## config.mk

```make
export PLATFORM = sky130hd
export DESIGN_NAME = wb_keypad_scanner
export DESIGN_NICKNAME = d
export VERILOG_FILES = /design/src/rtl/wb_keypad_scanner.sv
export SDC_FILE = /design/constraint.sdc
export NUM_CORES = 1
export LEC_CHECK = 0
export ABC_AREA = 1
export BUFFER_PORTS_ARGS = -buffer_cell sky130_fd_sc_hd__buf_2
export CORE_MARGIN = 2
export CORE_UTILIZATION = 45
export DETAILED_ROUTE_END_ITERATION = 6
export PLACE_DENSITY = 0.67
export SLEW_MARGIN = 20
export SYNTH_ARGS = -nofsm -noshare
export SYNTH_HDL_FRONTEND = slang
export SYNTH_SLANG_ARGS = --single-unit
```

## constraint.sdc

```tcl
create_clock -name clk -period 3.1 [get_ports clk]
set_clock_uncertainty 0.2 [all_clocks]
set_input_delay 0 -clock clk [delete_from_list [all_inputs] [get_ports clk]]
set_output_delay 0 -clock clk [all_outputs]
set_load 0.005 [all_outputs]
```

## src/rtl/wb_keypad_scanner.sv

```systemverilog
// Wishbone slave that scans a 4x3 matrix keypad, debounces full scans and
// queues one key code per accepted press in a small FIFO with optional irq.
module wb_keypad_scanner #(
    parameter int COL_CYCLES = 100000,
    parameter int DEBOUNCE   = 4,
    parameter int FIFO_DEPTH = 4
) (
    input  logic        clk,
    input  logic        rst,
    input  logic [31:0] wb_adr_i,
    input  logic [31:0] wb_dat_i,
    output logic [31:0] wb_dat_o,
    input  logic        wb_stb_i,
    input  logic        wb_cyc_i,
    input  logic        wb_we_i,
    output logic        wb_ack_o,
    input  logic [3:0]  row_i,
    output logic [2:0]  col_o,
    output logic        irq
);
    localparam int CW = (COL_CYCLES > 1) ? $clog2(COL_CYCLES) : 1;
    localparam int PW = $clog2(DEBOUNCE + 1);
    localparam int AW = $clog2(FIFO_DEPTH);
    localparam int NW = AW + 1;

    typedef enum logic {S_IDLE, S_DRIVE} state_t;

    state_t          state_reg;
    logic [3:0]      row_meta_reg, row_sync_reg;
    logic [1:0]      col_idx_reg;
    logic [CW-1:0]   dwell_reg;
    logic [11:0]     scan_reg, prev_scan_reg;
    logic            scan_done_reg;
    logic [PW-1:0]   press_cnt_reg, press_next, rel_cnt_reg, rel_next;
    logic            armed_reg;
    logic            enable_reg, irq_en_reg;
    logic [3:0]      fifo_mem [FIFO_DEPTH];
    logic [AW-1:0]   wr_ptr_reg, rd_ptr_reg;
    logic [NW-1:0]   count_reg;
    logic            overflow_reg;

    logic [1:0]      reg_sel;
    logic            access, ctrl_wr, ovf_clr, rd_pop, en_eff;
    logic            not_empty, full, push, push_ok, v_onehot;
    logic [3:0]      key_code;
    logic [31:0]     status_word, data_word, rd_word;
    logic            unused_bits;

    assign unused_bits = ^{wb_adr_i[31:4], wb_adr_i[1:0], wb_dat_i[31:2]};

    assign reg_sel   = wb_adr_i[3:2];
    assign access    = wb_cyc_i & wb_stb_i & ~wb_ack_o;
    assign not_empty = (count_reg != '0);
    assign full      = (count_reg == NW'(FIFO_DEPTH));
    assign ctrl_wr   = access & wb_we_i & (reg_sel == 2'd2);
    assign ovf_clr   = access & wb_we_i & (reg_sel == 2'd0) & wb_dat_i[1];
    assign rd_pop    = access & ~wb_we_i & (reg_sel == 2'd1) & not_empty;
    // A CTRL write takes effect on the scanner in the same cycle it is acked.
    assign en_eff    = ctrl_wr ? wb_dat_i[0] : enable_reg;

    always_comb begin
        status_word = '0;
        status_word[0] = not_empty;
        status_word[1] = overflow_reg;
        status_word[2 +: NW] = count_reg;
        data_word = not_empty ? {24'd0, 1'b1, 3'd0, fifo_mem[rd_ptr_reg]} : 32'd0;
        case (reg_sel)
            2'd0:    rd_word = status_word;
            2'd1:    rd_word = data_word;
            2'd2:    rd_word = {30'd0, irq_en_reg, enable_reg};
            default: rd_word = 32'd0;
        endcase
    end

    always_ff @(posedge clk or negedge rst) begin
        if (!rst) begin
            wb_ack_o   <= 1'b0;
            wb_dat_o   <= '0;
            enable_reg <= 1'b1;
            irq_en_reg <= 1'b0;
            irq        <= 1'b0;
        end else begin
            wb_ack_o <= access;
            irq      <= irq_en_reg & not_empty;
            if (access)
                wb_dat_o <= wb_we_i ? 32'd0 : rd_word;
            if (ctrl_wr) begin
                enable_reg <= wb_dat_i[0];
                irq_en_reg <= wb_dat_i[1];
            end
        end
    end

    always_ff @(posedge clk or negedge rst) begin
        if (!rst) begin
            row_meta_reg <= 4'hF;
            row_sync_reg <= 4'hF;
        end else begin
            row_meta_reg <= row_i;
            row_sync_reg <= row_meta_reg;
        end
    end

    always_ff @(posedge clk or negedge rst) begin
        if (!rst) begin
            state_reg     <= S_IDLE;
            col_o         <= 3'b111;
            col_idx_reg   <= 2'd0;
            dwell_reg     <= '0;
            scan_reg      <= '0;
            scan_done_reg <= 1'b0;
        end else if (!en_eff) begin
            state_reg     <= S_IDLE;
            col_o         <= 3'b111;
            col_idx_reg   <= 2'd0;
            dwell_reg     <= '0;
            scan_done_reg <= 1'b0;
        end else begin
            scan_done_reg <= 1'b0;
            case (state_reg)
                S_IDLE: begin
                    state_reg   <= S_DRIVE;
                    col_idx_reg <= 2'd0;
                    dwell_reg   <= '0;
                    col_o       <= 3'b110;
                end
                default: begin
                    if (dwell_reg == CW'(COL_CYCLES - 1)) begin
                        scan_reg[col_idx_reg*4 +: 4] <= ~row_sync_reg;
                        dwell_reg <= '0;
                        if (col_idx_reg == 2'd2) begin
                            col_idx_reg   <= 2'd0;
                            col_o         <= 3'b110;
                            scan_done_reg <= 1'b1;
                        end else begin
                            col_idx_reg <= col_idx_reg + 2'd1;
                            col_o       <= (col_idx_reg == 2'd0) ? 3'b101 : 3'b011;
                        end
                    end else begin
                        dwell_reg <= dwell_reg + 1'b1;
                    end
                end
            endcase
        end
    end

    always_comb begin
        v_onehot = (scan_reg != '0) && ((scan_reg & (scan_reg - 12'd1)) == '0);
        key_code = 4'd0;
        for (int i = 0; i < 12; i++)
            if (scan_reg[i]) key_code = 4'(i);
        if (v_onehot && scan_reg == prev_scan_reg)
            press_next = (press_cnt_reg == PW'(DEBOUNCE)) ? press_cnt_reg : press_cnt_reg + 1'b1;
        else
            press_next = v_onehot ? PW'(1) : '0;
        if (scan_reg == '0)
            rel_next = (rel_cnt_reg == PW'(DEBOUNCE)) ? rel_cnt_reg : rel_cnt_reg + 1'b1;
        else
            rel_next = '0;
        push = en_eff & scan_done_reg & armed_reg & (press_next == PW'(DEBOUNCE));
    end

    always_ff @(posedge clk or negedge rst) begin
        if (!rst) begin
            press_cnt_reg <= '0;
            rel_cnt_reg   <= '0;
            armed_reg     <= 1'b1;
            prev_scan_reg <= '0;
        end else if (!en_eff) begin
            press_cnt_reg <= '0;
            rel_cnt_reg   <= '0;
            armed_reg     <= 1'b1;
            prev_scan_reg <= '0;
        end else if (scan_done_reg) begin
            press_cnt_reg <= press_next;
            rel_cnt_reg   <= rel_next;
            prev_scan_reg <= scan_reg;
            // Held keys stay disarmed until enough all-clear scans are seen.
            if (push)
                armed_reg <= 1'b0;
            else if (rel_next == PW'(DEBOUNCE))
                armed_reg <= 1'b1;
        end
    end

    assign push_ok = push & (~full | rd_pop);

    always_ff @(posedge clk) begin
        if (push_ok)
            fifo_mem[wr_ptr_reg] <= key_code;
    end

    always_ff @(posedge clk or negedge rst) begin
        if (!rst) begin
            wr_ptr_reg   <= '0;
            rd_ptr_reg   <= '0;
            count_reg    <= '0;
            overflow_reg <= 1'b0;
        end else begin
            if (push_ok)
                wr_ptr_reg <= wr_ptr_reg + 1'b1;
            if (rd_pop)
                rd_ptr_reg <= rd_ptr_reg + 1'b1;
            if (push_ok && !rd_pop)
                count_reg <= count_reg + 1'b1;
            else if (!push_ok && rd_pop)
                count_reg <= count_reg - 1'b1;
            if (push && full && !rd_pop)
                overflow_reg <= 1'b1;
            else if (ovf_clr)
                overflow_reg <= 1'b0;
        end
    end
endmodule

```

---- After elaboration in Yosys (flattened, before gate mapping) ----
Memories as Yosys holds them, arrays and structs flattened.
Cells that the tools add are included.
operators by class
  add/subtract/negate cells ............... 10
  eq/ne operators ......................... 13
  shifts and indexed selects .............. 2
  multiplexer cells ....................... 54
  bitwise logic cells ..................... 20
  reductions and logical operators ........ 18
operators with widths
  operator                                               count
  two-way mux 17 bit                                     3
  two-way mux 3 bit                                      15
  two-way mux 4 bit                                      10
  negator 4 -> 34 bit                                    1
  variable shift 4 x 34 -> 12 bit, first input constant  1
  variable part select 4 x 34 -> 12 bit                  1
  two-way mux 32 bit                                     1
  zero test 12 bit                                       2
  two-way mux 12 bit                                     2
  one-hot mux 8 bit (3 select lines)                     1
  adder 17 x 1 -> 17 bit, second input constant          1
  equality test 17 bit, second input constant            1
  two-way mux 1 bit                                      16
  equality test 3 bit, second input constant             5
  AND 1 bit                                              14
  AND 12 bit                                             1
  bitwise mux 12 bit                                     1
  equality test 12 bit                                   1
  nonzero test 12 bit                                    1
  subtractor 12 x 1 -> 12 bit, second input constant     1
  adder 3 x 1 -> 3 bit, second input constant            3
  two-way mux 2 bit                                      4
  two-way mux 8 bit                                      1
  adder 2 x 1 -> 2 bit, second input constant            3
  other kinds (16)                                       27
storage, ports and cells
  flip-flop bits (word level) ............. 107
  memory bits (writable) .................. 16
  input bits .............................. 73
  output and inout bits ................... 37
  memories kept ........................... 1
memory list
  memory    words  width  read ports  clocked after memory_dff  write ports  RTL line  source
  fifo_mem  4      4      1           0                         1            37        logic [3:0] fifo_mem [FIFO_DEPTH];

---- Longest topological paths before layout ----
Gate-level depths: netlist of run 1.
  word-level depth ........................ 13
  mapped depth ............................ 19
  gate-level depth less buffers ........... 19

---- Least setup slack after synthesis of run 1 ----
No wires, ideal clock.
  path kind ............................... reg2reg
  start point ............................. register scan_reg[5]
  end point ............................... register count_reg[2]
  arrival ................................. 2.412 ns
  setup slack ............................. 0.357 ns
  stages on the path, launching flop included .. 18
  buffers on the path ..................... 0
  clock period less this slack ............ 2.743 ns
  path through ............................ dfrtp_1 nor2_2 nand2_2 nor2_4 nand2_2 nand2_1 nand2_2 nor2_4 nand4_2 nor2_4 nand2_4 inv_1 ha_1 inv_1 fa_1 a21oi_1 o21ai_0 xor2_1
between the ends
  cells in the longest elaborated chain, start to end .. 12
RTL lines
  item                                                    RTL line  source
  start: declaration                                      32        logic [11:0] scan_reg, prev_scan_reg;
  start signal: indexed assignment                        129       scan_reg[col_idx_reg*4 +: 4] <= ~row_sync_reg;
  subtractor 12 x 1 -> 12 bit                             148       v_onehot = (scan_reg != '0) && ((scan_reg & (scan_reg - 12'd1)) == '0);
  AND 12 bit                                              148
  zero test 12 bit                                        148
  logical AND 1 bit                                       148
  two-way mux 1 bit or logical AND 1 bit (tied branches)  155, 152
  two-way mux 3 bit *                                     152       if (v_onehot && scan_reg == prev_scan_reg)
  equality test 3 bit *                                   160       push = en_eff & scan_done_reg & armed_reg & (press_next == PW'(DEBOUNCE));
  AND 1 bit *                                             160
  AND 1 bit *                                             186       assign push_ok = push & (~full | rd_pop);
  net push_ok                                             44        logic not_empty, full, push, push_ok, v_onehot;
  zero test 1 bit                                         206       else if (!push_ok && rd_pop)
  logical AND 1 bit                                       206
  nonzero test 2 bit (no source line)                     n/a
  end signal: assignment                                  205       count_reg <= count_reg + 1'b1;
  end signal: assignment                                  207       count_reg <= count_reg - 1'b1;
  end: declaration                                        39        logic [NW-1:0] count_reg;
The timed path passes the listed nets; every way through them passes the cells marked *.
A chain may end at the register's enable or synchronous reset.

---- Worst setup path in the final report of run 1 ----
  start point ............................. register scan_reg[8]
  end point ............................... register count_reg[2]
Same word-level chain as after synthesis.

==> results of run 1 <==
-- layer usage --
layer  vias to the layer above  global-route usage  wire length, um
li1                       1908                   -                -
met1                      1742               0.205             4090
met2                        49               0.287             4650
met3                        10              0.0373              262
met4                         0              0.0515              121
met5                         -                   0                0
-- synth_stat cells (all sizes together), types with 8 or more instances --
cell type	count
o22ai	18
nand2	133
o21ai	40
ha	15
inv	87
dfrtp	68
edfxtp	16
nand3	18
xor2	8
nor2	79
a21oi	13
buf	31
dfstp	13
-- kinds of logic after synthesis --
kind of cell             count (synthesis)  synth area share
AO/OA/AOI/OAI                           85            0.0978
XOR/XNOR                                14            0.0244
adder cells (fa/ha/maj)                 16            0.0413
buffers and inverters                  119             0.111
flip-flops                              97             0.502
multiplexers                             1           0.00224
other                                    1          0.000746
AND/OR/NAND/NOR                        246             0.221
-- how the worst min path moves through the flow --
stage                     startpoint          endpoint  slack (ps)  cells after the start
after detailed placement    row_i[1]   row_meta_reg[1]         -90                      1
after global routing        row_i[3]   row_meta_reg[3]          70                      2
after CTS                   row_i[0]   row_meta_reg[0]          50                      2
final                            rst  prev_scan_reg[5]          40                      2
after global placement      row_i[0]   row_meta_reg[0]        -100                      1
after floorplan                  rst    col_idx_reg[0]        -500                      0
-- what timing repair did --
item	in CTS	in global routing
hold endpoints to repair	85	0
resized for setup	0	22
buffers inserted	0	4
endpoints found under the setup margin	0	2
hold buffers	17	0
-- layout make-up --
type,instances,area share
multi-input combinational,388,0.368
tap,140,0.0310
timing repair buffer,48,0.0622
sequential,97,0.449
clock inverter,2,0.00199
inverter,87,0.0578
clock buffer,14,0.0306
-- power by group through the flow --
stage,sequential [mW],clock (mW),combinational [mW]
finish,1.48,0.771,0.445
global route,1.50,0.842,0.515
CTS,1.49,0.799,0.452
detailed placement,1.51,0,0.431
global placement,1.51,0,0.418
floorplan,1.48,0,0.337
-- critical path, delay by kind of cell (launching register included) --
family,cells,cell delay (ps)
xor+xnor,1,140
simple gates,10,1070
compound gates,2,230
fa+ha+maj,2,510
flops,1,460
buf+inv,2,140
==> results.md, run 1 <==
- Outcome: completed
- Worst r2r src: scan_reg[8]
- Relative slew slack: 0.514
- FF-to-FF setup slack: 240 ps
- Setup TNS: 0 ps
- Leading area contributor after synthesis: dfrtp_1
- Critical path peak fanout: 7
- IO Pins: 110
- CP cell instances: nor2_4, nand2_1, nor2_1, nand2_1, nand2_1, nand2_1, nor2_4, nand4_2, nor2_4, nand2_4, inv_1, ha_1, inv_1, fa_1, a21oi_1, o21ai_1, xor2_1
- Flop pwr share: 0.550
- FF-to-FF End: count_reg[2]
- Most used flip-flop cell after synthesis: dfrtp_1
- Detailed-route DRC error count: 0
- Dpl cell area: around 0.0052 mm2
- CTS Sinks: 97
- Final core occ: 0.519
- Fin. Hold Viols: 0
- Final net count: 720
- Sequential cell area: 0.00254 mm2
- DIE AREA: between 0.01 and 0.015 mm2
- Switch share: 0.287
- WP data required: 3160 ps
- Final WS setup: approximately 240 ps
- H-Tree Depth: 3
- Fmax: about 350 MHz
- Crit share post-route: 0.922
- Most frequent cells in the layout: nand2_1, inv_1, dfrtp_1, nor2_1, o21ai_0
- Worst-Skew Late Latency: 370 ps
- Min cycle time layout: roughly 2900 ps
- Proportion of layout cells with a drive suffix above 1: 0.181
- R2R depth: 17
- First-pass GRT wire length: 15600 um
- Cell Pwr Density: 478 mW/mm2
- Avg Cell Area, Syn: between 8 and 9 um2
- Pre-CTS setup slack: 157 ps
- Vias: 3709
- Layout Cells excl Fill: between 700 and 800
- Ant diodes: 0
- CTS clk-pin slew, worst paths: 90 ps
- Int Pwr: roughly 1.9 mW
- Crit path launch type: flop
- Slew Viols, Final: 0
- Initial Utilization: 0.462
- Max reg flops: 17
- Die height: 110 um
- Cells after Synth: 579
- Initial antenna violation count: 0
- Placed insts: 739
- Core ar.: 0.0109 mm2
- Top post-synthesis cells by area: dfrtp_1, edfxtp_1, nand2_1
- VDD IR-drop max: ~0.34 mV
- Drt pass-1 iters: 4
- Largest net degree at the start of global routing: 82
- Clock power share: 0.285
- CP max stage cell: dfrtp_2
- Post-synth EDFFs: 16
- Ys async rst share: 0.835
- Logic pwr share: 0.165
- Final count of negative-setup-slack endpoints: 0
- Ys Warns: 0
- CP Launch Point: scan_reg[8]
- Yosys cell types: 45
- RePlAce Congestion: 0.852
- Synth top area share: 0.338
- CTS tree: built
- Critical Path AT: 2910 ps
- WL per Instance: 11.8 um
- Total power: about 2.7 mW
- WL final: 9120 um
- Critical path type: reg -> reg
- Horiz. Die Dim: 110 um
- Remaining antenna violation count: 0
- Hold Crit Class: in -> async
- Via density: 4.78
- Vias in the first global route: roughly 3.5k
- Worst-Margin Slew: 728 ps
- GRT overflow: 0
- Most common cell after layout, fill and taps aside: nand2_1
- Hpwl dp: about 6600 um
- Row cnt: 38
- Synthesis-to-layout area growth: 12.4%
- Layout Cell Area excl Fill: roughly 0.0057 mm2
- GR Util All Layers: 0.166
- Most common cell on crit path: nand2_1
- DRT iter0 DRCs: 228
- Max-cap violations: 0
- Clk buf depth: 2
- Fillers: 992
- I/O Buffers: 23
- Area of the multi-input gates: 0.00208 mm2
- Fin Hold WS: 44.2 ps
- P_leak: between 2 and 3 nW
- Switching power: 0.775 mW
- Synthesized cell area: 0.00503 mm2
- CTS root buf: clkbuf_8
- Critical path's largest stage delay: 460 ps
- Post-synthesis register bit count: 97
- Critical path endpoint: count_reg[2]
- Worst Setup End Kind: flop
- Seq/Total Area, Yosys: 0.502
- Total CTS buffers: 9
Power figures use the tool's default switching activity.
==> inputs of run 2 (changes only) <==
--- a/config.mk
+++ b/config.mk
@@ -7,8 +7,9 @@
 export LEC_CHECK = 0
 export ABC_AREA = 1
 export BUFFER_PORTS_ARGS = -buffer_cell sky130_fd_sc_hd__buf_2
-export CORE_MARGIN = 2
+export CORE_MARGIN = 1.5
 export CORE_UTILIZATION = 45
+export CTS_CLUSTER_SIZE = 10
 export DETAILED_ROUTE_END_ITERATION = 6
 export PLACE_DENSITY = 0.67
 export SLEW_MARGIN = 20
==> run 2 against run 1 <==
Sequential power is essentially flat. Clock-buffer cell count is the same. Design area is essentially flat. Critical path depth shrank 1. Final cell count shrank 0.52%. Largest power group unchanged. Maximum frequency shrank 0.98%. Sequential cell count is the same. Non-clock buffer count shrank 4. Wire length grew 1.0%.
==> results.md, run 2 (same netlist as run 1, synthesis figures left out) <==
- Relative slew slack: 0.511 (was 0.514)
- Final net count: 716 (was 720)
- Synthesis-to-layout area growth: 12.4% (about the same)
- Unrepaired setup endpoints after global routing: no
- First-pass GRT wire length: 15900 um (was 15600 um)
- DIE AREA: 0.0118 mm2 (was 0.0120 mm2)
- Max reg flops: 17 (unchanged)
- Fin. Hold Viols: 0 (unchanged)
- Dpl cell area: 0.00521 mm2 (about the same)
- Fmax: 347 MHz (was 350 MHz)
- Initial Utilization: 0.462 (unchanged)
- Worst-Margin Slew: 733 ps (was 728 ps)
- WL per Instance: 11.9 um (was 11.8 um)
- Cell Pwr Density: 495 mW/mm2 (was 478 mW/mm2)
- CTS root buf: clkbuf_8 (unchanged)
- H-Tree Depth: 3 (unchanged)
- Fillers: 1016 (was 992)
- Remaining antenna violation count: 0 (unchanged)
- GR Util All Layers: 0.171 (was 0.166)
- Worst r2r src: scan_reg[2] (was scan_reg[8])
- CTS Sinks: 97 (unchanged)
- Proportion of layout cells with a drive suffix above 1: 0.177 (was 0.181)
- Drt pass-1 iters: 4 (unchanged)
- Hold Crit Class: in -> async (unchanged)
- WP data required: 3170 ps (was 3160 ps)
- CTS tree: built (unchanged)
- RePlAce Congestion: 0.846 (was 0.852)
- Layout Cell Area excl Fill: 0.00565 mm2 (about the same)
- Via density: 4.80 (was 4.78)
- Outcome: completed (unchanged)
- Core ar.: 0.0109 mm2 (unchanged)
- Slew Viols, Final: 0 (unchanged)
- WL final: 9220 um (was 9120 um)
- Clk buf depth: 2 (unchanged)
- Ant diodes: 0 (unchanged)
- Die height: 109 um (was 110 um)
- Critical path peak fanout: 7 (unchanged)
- Critical path type: reg -> reg (unchanged)
- VDD IR-drop max: 0.304 mV (was 0.337 mV)
- Min cycle time layout: 2890 ps (was 2860 ps)
- Pre-CTS setup slack: 147 ps (was 157 ps)
- DRT iter0 DRCs: 180 (was 228)
- IO Pins: 110 (unchanged)
- Horiz. Die Dim: 109 um (was 110 um)
- Vias: 3704 (was 3709)
- P_leak: 2.78 nW (about the same)
- Worst Setup End Kind: flop (unchanged)
- Crit share post-route: 0.931 (was 0.922)
- Worst-Skew Late Latency: 380 ps (was 370 ps)
- Max-cap violations: 0 (unchanged)
- Initial antenna violation count: 0 (unchanged)
- Critical Path AT: 2960 ps (was 2910 ps)
- Vias in the first global route: 3525 (was 3534)
- Setup TNS: 0 ps (unchanged)
- Detailed-route DRC error count: 0 (unchanged)
- CP Launch Point: scan_reg[2] (was scan_reg[8])
- Final count of negative-setup-slack endpoints: 0 (unchanged)
- Total CTS buffers: 9 (unchanged)
- Most frequent cells in the layout: nand2_1, inv_1, dfrtp_1, nor2_1, o21ai_0 (unchanged)
- Total power: 2.80 mW (was 2.70 mW)
- Most common cell after layout, fill and taps aside: nand2_1 (unchanged)
- Row cnt: 38 (unchanged)
- CTS clk-pin slew, worst paths: 100 ps (was 90 ps)
- Crit path launch type: flop (unchanged)
- GRT overflow: 0 (unchanged)
- I/O Buffers: 23 (unchanged)
- Largest net degree at the start of global routing: 82 (unchanged)
- Hpwl dp: 6560 um (was 6570 um)
- Final WS setup: 215 ps (was 243 ps)
## run 2: cell types whose count changed in the layout (fill, tap and decap cells not counted), moves of 2 or more
cell	before	now
clkbuf_16	0	2
o21ai_0	36	38
buf_4	8	4
o21ai_1	4	2
## run 2: worst paths after layout
kind,cells past startpoint,slack (ps),to
setup reg to reg,16,210,count_reg[1]
setup / recovery,16,210,count_reg[1]
min in group clk,2,60,row_meta_reg[2]
hold / removal,2,40,prev_scan_reg[5]
hold reg to reg,0,160,row_sync_reg[1]
max in group asynchronous,2,2140,scan_reg[9]
## run 2: critical path: stages (launching register included)
cell and delay [ps]:
dfrtp_2 460, inv_1 120, nand2_1 90, o21ai_0 70
nand2_1 70, nor2_1 150, nand2_2 90, nor2_4 110
nand3_1 110, nand2_1 110, nor2_4 60, nand2_4 100
inv_1 60, ha_1 170, inv_1 110, fa_2 440
mux2_2 270
## run 2: per-stage QoR
stage / util / hold slack [ps] / std cells
3_5_place_dp: 0.478 / -93.0 / 738
3_3_place_gp: 0.478 / -94.3 / 738
4_1_cts: 0.514 / 43.1 / 771
5_1_grt: 0.519 / 47.7 / 772
6_report: 0.519 / 39.2 / 772
2_1_floorplan: - / -496 / 604
## run 2: layout make-up
cell class	count	area (um2)	share of cell area
clock buffer	14	205	0.0363
timing repair buffer	44	322	0.0569
inverter	87	327	0.0578
tap	140	175	0.0310
sequential	97	2530	0.448
multi-input combinational	388	2080	0.368
clock inverter	2	12.5	0.00221
## run 2: report_power, final
part           internal, mW  switching, mW  leakage [nW]  total (mW)
Combinational         0.173          0.273          1.43       0.446
Clock                 0.435          0.436         0.114       0.872
Sequential             1.39         0.0911          1.24        1.48
Total                  2.00          0.800          2.78        2.80
## run 2: routing by layer
metal / routed length [um] / vias to the layer above / global-route usage / part of all wire
met3: 254 / 8 / 0.0389 / 0.028
li1: - / 1898 / - / -
met5: 0 / - / 0 / 0
met1: 4330 / 1746 / 0.214 / 0.47
met2: 4530 / 52 / 0.292 / 0.49
met4: 102 / 0 / 0.0602 / 0.011
## run 2: timing repair
| item | CTS | global route |
|---|---|---|
| resized for setup | 0 | 19 |
| hold buffers | 17 | 0 |
| endpoints found under the setup margin | 0 | 2 |
| hold endpoints to repair | 84 | 0 |
| setup buffers | 0 | 1 |
==> inputs of run 3 (changes only) <==
--- a/config.mk
+++ b/config.mk
@@ -7,11 +7,12 @@
 export LEC_CHECK = 0
 export ABC_AREA = 1
 export BUFFER_PORTS_ARGS = -buffer_cell sky130_fd_sc_hd__buf_2
+export CORE_ASPECT_RATIO = 0.8
 export CORE_MARGIN = 1.5
-export CORE_UTILIZATION = 45
+export CORE_UTILIZATION = 55
 export CTS_CLUSTER_SIZE = 10
 export DETAILED_ROUTE_END_ITERATION = 6
-export PLACE_DENSITY = 0.67
+export PLACE_DENSITY = 0.8
 export SLEW_MARGIN = 20
 export SYNTH_ARGS = -nofsm -noshare
 export SYNTH_HDL_FRONTEND = slang
==> run 3 against run 2 <==
Sequential share of layout area fell by 0.22 points. Core utilization rose by 14 points. Maximum frequency fell by 1.1%. Die area fell by 18%. Design area rose by 0.55%. Critical endpoint is now count_reg[2].
==> results.md, run 3 (same netlist as run 1, synthesis figures left out) <==
- Hold Crit Class: in -> async (unchanged)
- DRT iter0 DRCs: 224 (was 180)
- FF-to-FF setup slack: 180 ps (was 210 ps)
- Ant diodes: 0 (unchanged)
- CTS root buf: clkbuf_16 (was clkbuf_8)
- Initial antenna violation count: 0 (unchanged)
- Critical path type: reg -> reg (unchanged)
- Vias in the first global route: 3690 (was 3525)
- RePlAce Congestion: 0.824 (was 0.846)
- WP depth: 17 (was 16)
- Relative slew slack: 0.528 (was 0.511)
- WL per Instance: 12.9 um (was 11.9 um)
- Pre-CTS setup slack: 98.4 ps (was 147 ps)
- Critical path's largest stage delay: 460 ps (about the same)
- Vias: 3806 (was 3704)
- Layout Cells excl Fill: 744 (was 772)
- Final count of negative-setup-slack endpoints: 0 (unchanged)
- Worst r2r src: scan_reg[0] (was scan_reg[2])
- Worst Setup End Kind: flop (unchanged)
- WP data required: 3120 ps (was 3170 ps)
- Min cycle time layout: 2920 ps (was 2890 ps)
- Detailed-route DRC error count: 0 (unchanged)
- Max reg flops: 17 (unchanged)
- H-Tree Depth: 3 (unchanged)
- GRT overflow: 0 (unchanged)
- Synthesis-to-layout area growth: 13.1% (was 12.4%)
- Flop pwr share: 0.503 (was 0.529)
- CTS Sinks: 97 (unchanged)
- Max-cap violations: 0 (unchanged)
- Most common cell on crit path: nor2_4
- I/O Buffers: 23 (unchanged)
- Worst Path Buf+Inv: 2 (was 3)
- Slew Viols, Final: 0 (unchanged)
- Largest net degree at the start of global routing: 82 (unchanged)
- GR Util All Layers: 0.218 (was 0.171)
- Fin. Hold Viols: 0 (unchanged)
- Worst-Margin Slew: 707 ps (was 733 ps)
- Fmax: 343 MHz (was 347 MHz)
- Row cnt: 30 (was 38)
- Setup TNS: 0 ps (unchanged)
- Placed insts: 709 (was 738)
- DIE AREA: 0.00973 mm2 (was 0.0118 mm2)
- P_leak: 2.79 nW (was 2.78 nW)
- Proportion of layout cells with a drive suffix above 1: 0.188 (was 0.177)
- Dpl cell area: 0.00516 mm2 (was 0.00521 mm2)
- IO Pins: 110 (unchanged)
- Drt pass-1 iters: 5 (was 4)
- Most frequent cells in the layout: nand2_1, inv_1, dfrtp_1, nor2_1, o21ai_0 (unchanged)
- Critical path peak fanout: 7 (unchanged)
- CP max stage cell: dfrtp_2 (unchanged)
- Hpwl dp: 6750 um (was 6560 um)
- Crit share post-route: 0.941 (was 0.931)
- Outcome: completed (unchanged)
- R2R depth: 17 (was 16)
- Cell Pwr Density: 519 mW/mm2 (was 495 mW/mm2)
- CP cell instances: nor2_4, nand2_2, nor2_4, nand2_2, nand2_1, nor2_4, nand3_2, nand2_1, nor2_4, nand2_4, inv_1, ha_1, inv_2, fa_1, a21oi_2, o21ai_1, xor2_1 (was inv_1, nand2_1, o21ai_0, nand2_1, nor2_1, nand2_2, nor2_4, nand3_1, nand2_1, nor2_4, nand2_4, inv_1, ha_1, inv_1, fa_2, mux2_2)
- Layout Cell Area excl Fill: 0.00569 mm2 (was 0.00565 mm2)
- Logic pwr share: 0.149 (was 0.159)
- Final WS setup: 182 ps (was 215 ps)
- FF-to-FF End: count_reg[2] (was count_reg[1])
- Total CTS buffers: 9 (unchanged)
- Worst-Skew Late Latency: 340 ps (was 380 ps)
- CTS clk-pin slew, worst paths: 60 ps (was 100 ps)
- Die height: 88.5 um (was 109 um)
- Top Family by Delay on Critical Path: simple AND/OR/NAND/NOR gates (unchanged)
- Initial Utilization: 0.580 (was 0.462)
- Horiz. Die Dim: 110 um (was 109 um)
- Switch share: 0.272 (was 0.286)
- Clock power share: 0.348 (was 0.311)
- Fillers: 667 (was 1016)
- First-pass GRT wire length: 16300 um (was 15900 um)
- WL final: 9600 um (was 9220 um)
- CTS tree: built (unchanged)
- Switching power: 0.801 mW (was 0.800 mW)
- Int Pwr: 2.15 mW (was 2.00 mW)
- Most common cell after layout, fill and taps aside: nand2_1 (unchanged)
- Via density: 5.12 (was 4.80)
- Core ar.: 0.00867 mm2 (was 0.0109 mm2)
- VDD IR-drop max: 0.471 mV (was 0.304 mV)
- Clk buf depth: 2 (unchanged)
- Remaining antenna violation count: 0 (unchanged)
- Crit path launch type: flop (unchanged)
- Critical Path AT: 2940 ps (was 2960 ps)
- Final net count: 716 (unchanged)
- Total power: 2.95 mW (was 2.80 mW)
## run 3: cell types whose count changed in the layout (fill, tap and decap cells not counted), moves of 2 or more
cell / change
nor2_2: +2
clkbuf_16: +7
dlygate4sd3_1: -2
clkbuf_1: +2
inv_1: -3
nor2_1: -2
clkbuf_8: -9
buf_4: +2
inv_2: +3
inv_4: -2
## run 3: area by class of cell
class | count | area [um2] | share of cell area
Clock buffer | 14 | 264 | 0.0464
Clock inverter | 2 | 12.5 | 0.00220
Inverter | 87 | 327 | 0.0574
Multi-Input combinational cell | 388 | 2090 | 0.368
Sequential cell | 97 | 2540 | 0.446
Tap cell | 112 | 140 | 0.0246
Timing Repair Buffer | 44 | 317 | 0.0557
## run 3: worst max path at each step
stage | start | end | slack [ps]
2_1_floorplan | scan_reg[5] | count_reg[2] | 360
4_1_cts | wb_ack_o | count_reg[2] | 70
3_5_place_dp | scan_reg[5] | count_reg[2] | 100
5_1_grt | scan_reg[3] | count_reg[2] | -40
3_3_place_gp | scan_reg[5] | count_reg[2] | 170
6_report | scan_reg[0] | count_reg[2] | 180
## run 3: worst register-to-register path, stage by stage, from the launching register on
cell	delay [ps]
dfrtp_2	460
nor2_4	170
nand2_2	100
nor2_4	150
nand2_2	100
nand2_1	110
nor2_4	60
nand3_2	80
nand2_1	90
nor2_4	140
nand2_4	100
inv_1	80
ha_1	150
inv_2	60
fa_1	400
a21oi_2	130
o21ai_1	90
xor2_1	150
## run 3: power groups by stage
stage / combinational, mW / sequential, mW / clock (mW)
floorplan: 0.337 / 1.48 / 0
global placement: 0.406 / 1.50 / 0
detailed placement: 0.421 / 1.51 / 0
CTS: 0.441 / 1.48 / 1.06
global route: 0.513 / 1.50 / 1.10
finish: 0.440 / 1.48 / 1.03
## run 3: metrics by stage
| step | hold slack, ps | util |
|---|---|---|
| 2_1_floorplan | -496 | - |
| 3_3_place_gp | -94.4 | 0.596 |
| 3_5_place_dp | -93.8 | 0.596 |
| 4_1_cts | 83.7 | 0.645 |
| 5_1_grt | 95.8 | 0.656 |
| 6_report | 47.8 | 0.656 |
## run 3: routing by layer
layer	routed length, um	up-vias	track usage
li1	-	1899	-
met3	493	15	0.0655
met2	4560	107	0.360
met1	4420	1785	0.286
met5	0	-	0
met4	133	0	0.0484
## run 3: repair_timing
item	CTS	global route
endpoints found under the setup margin	0	2
hold buffers	15	0
setup buffers	0	4
endpoints found under the hold margin	84	0
resized for setup	0	26
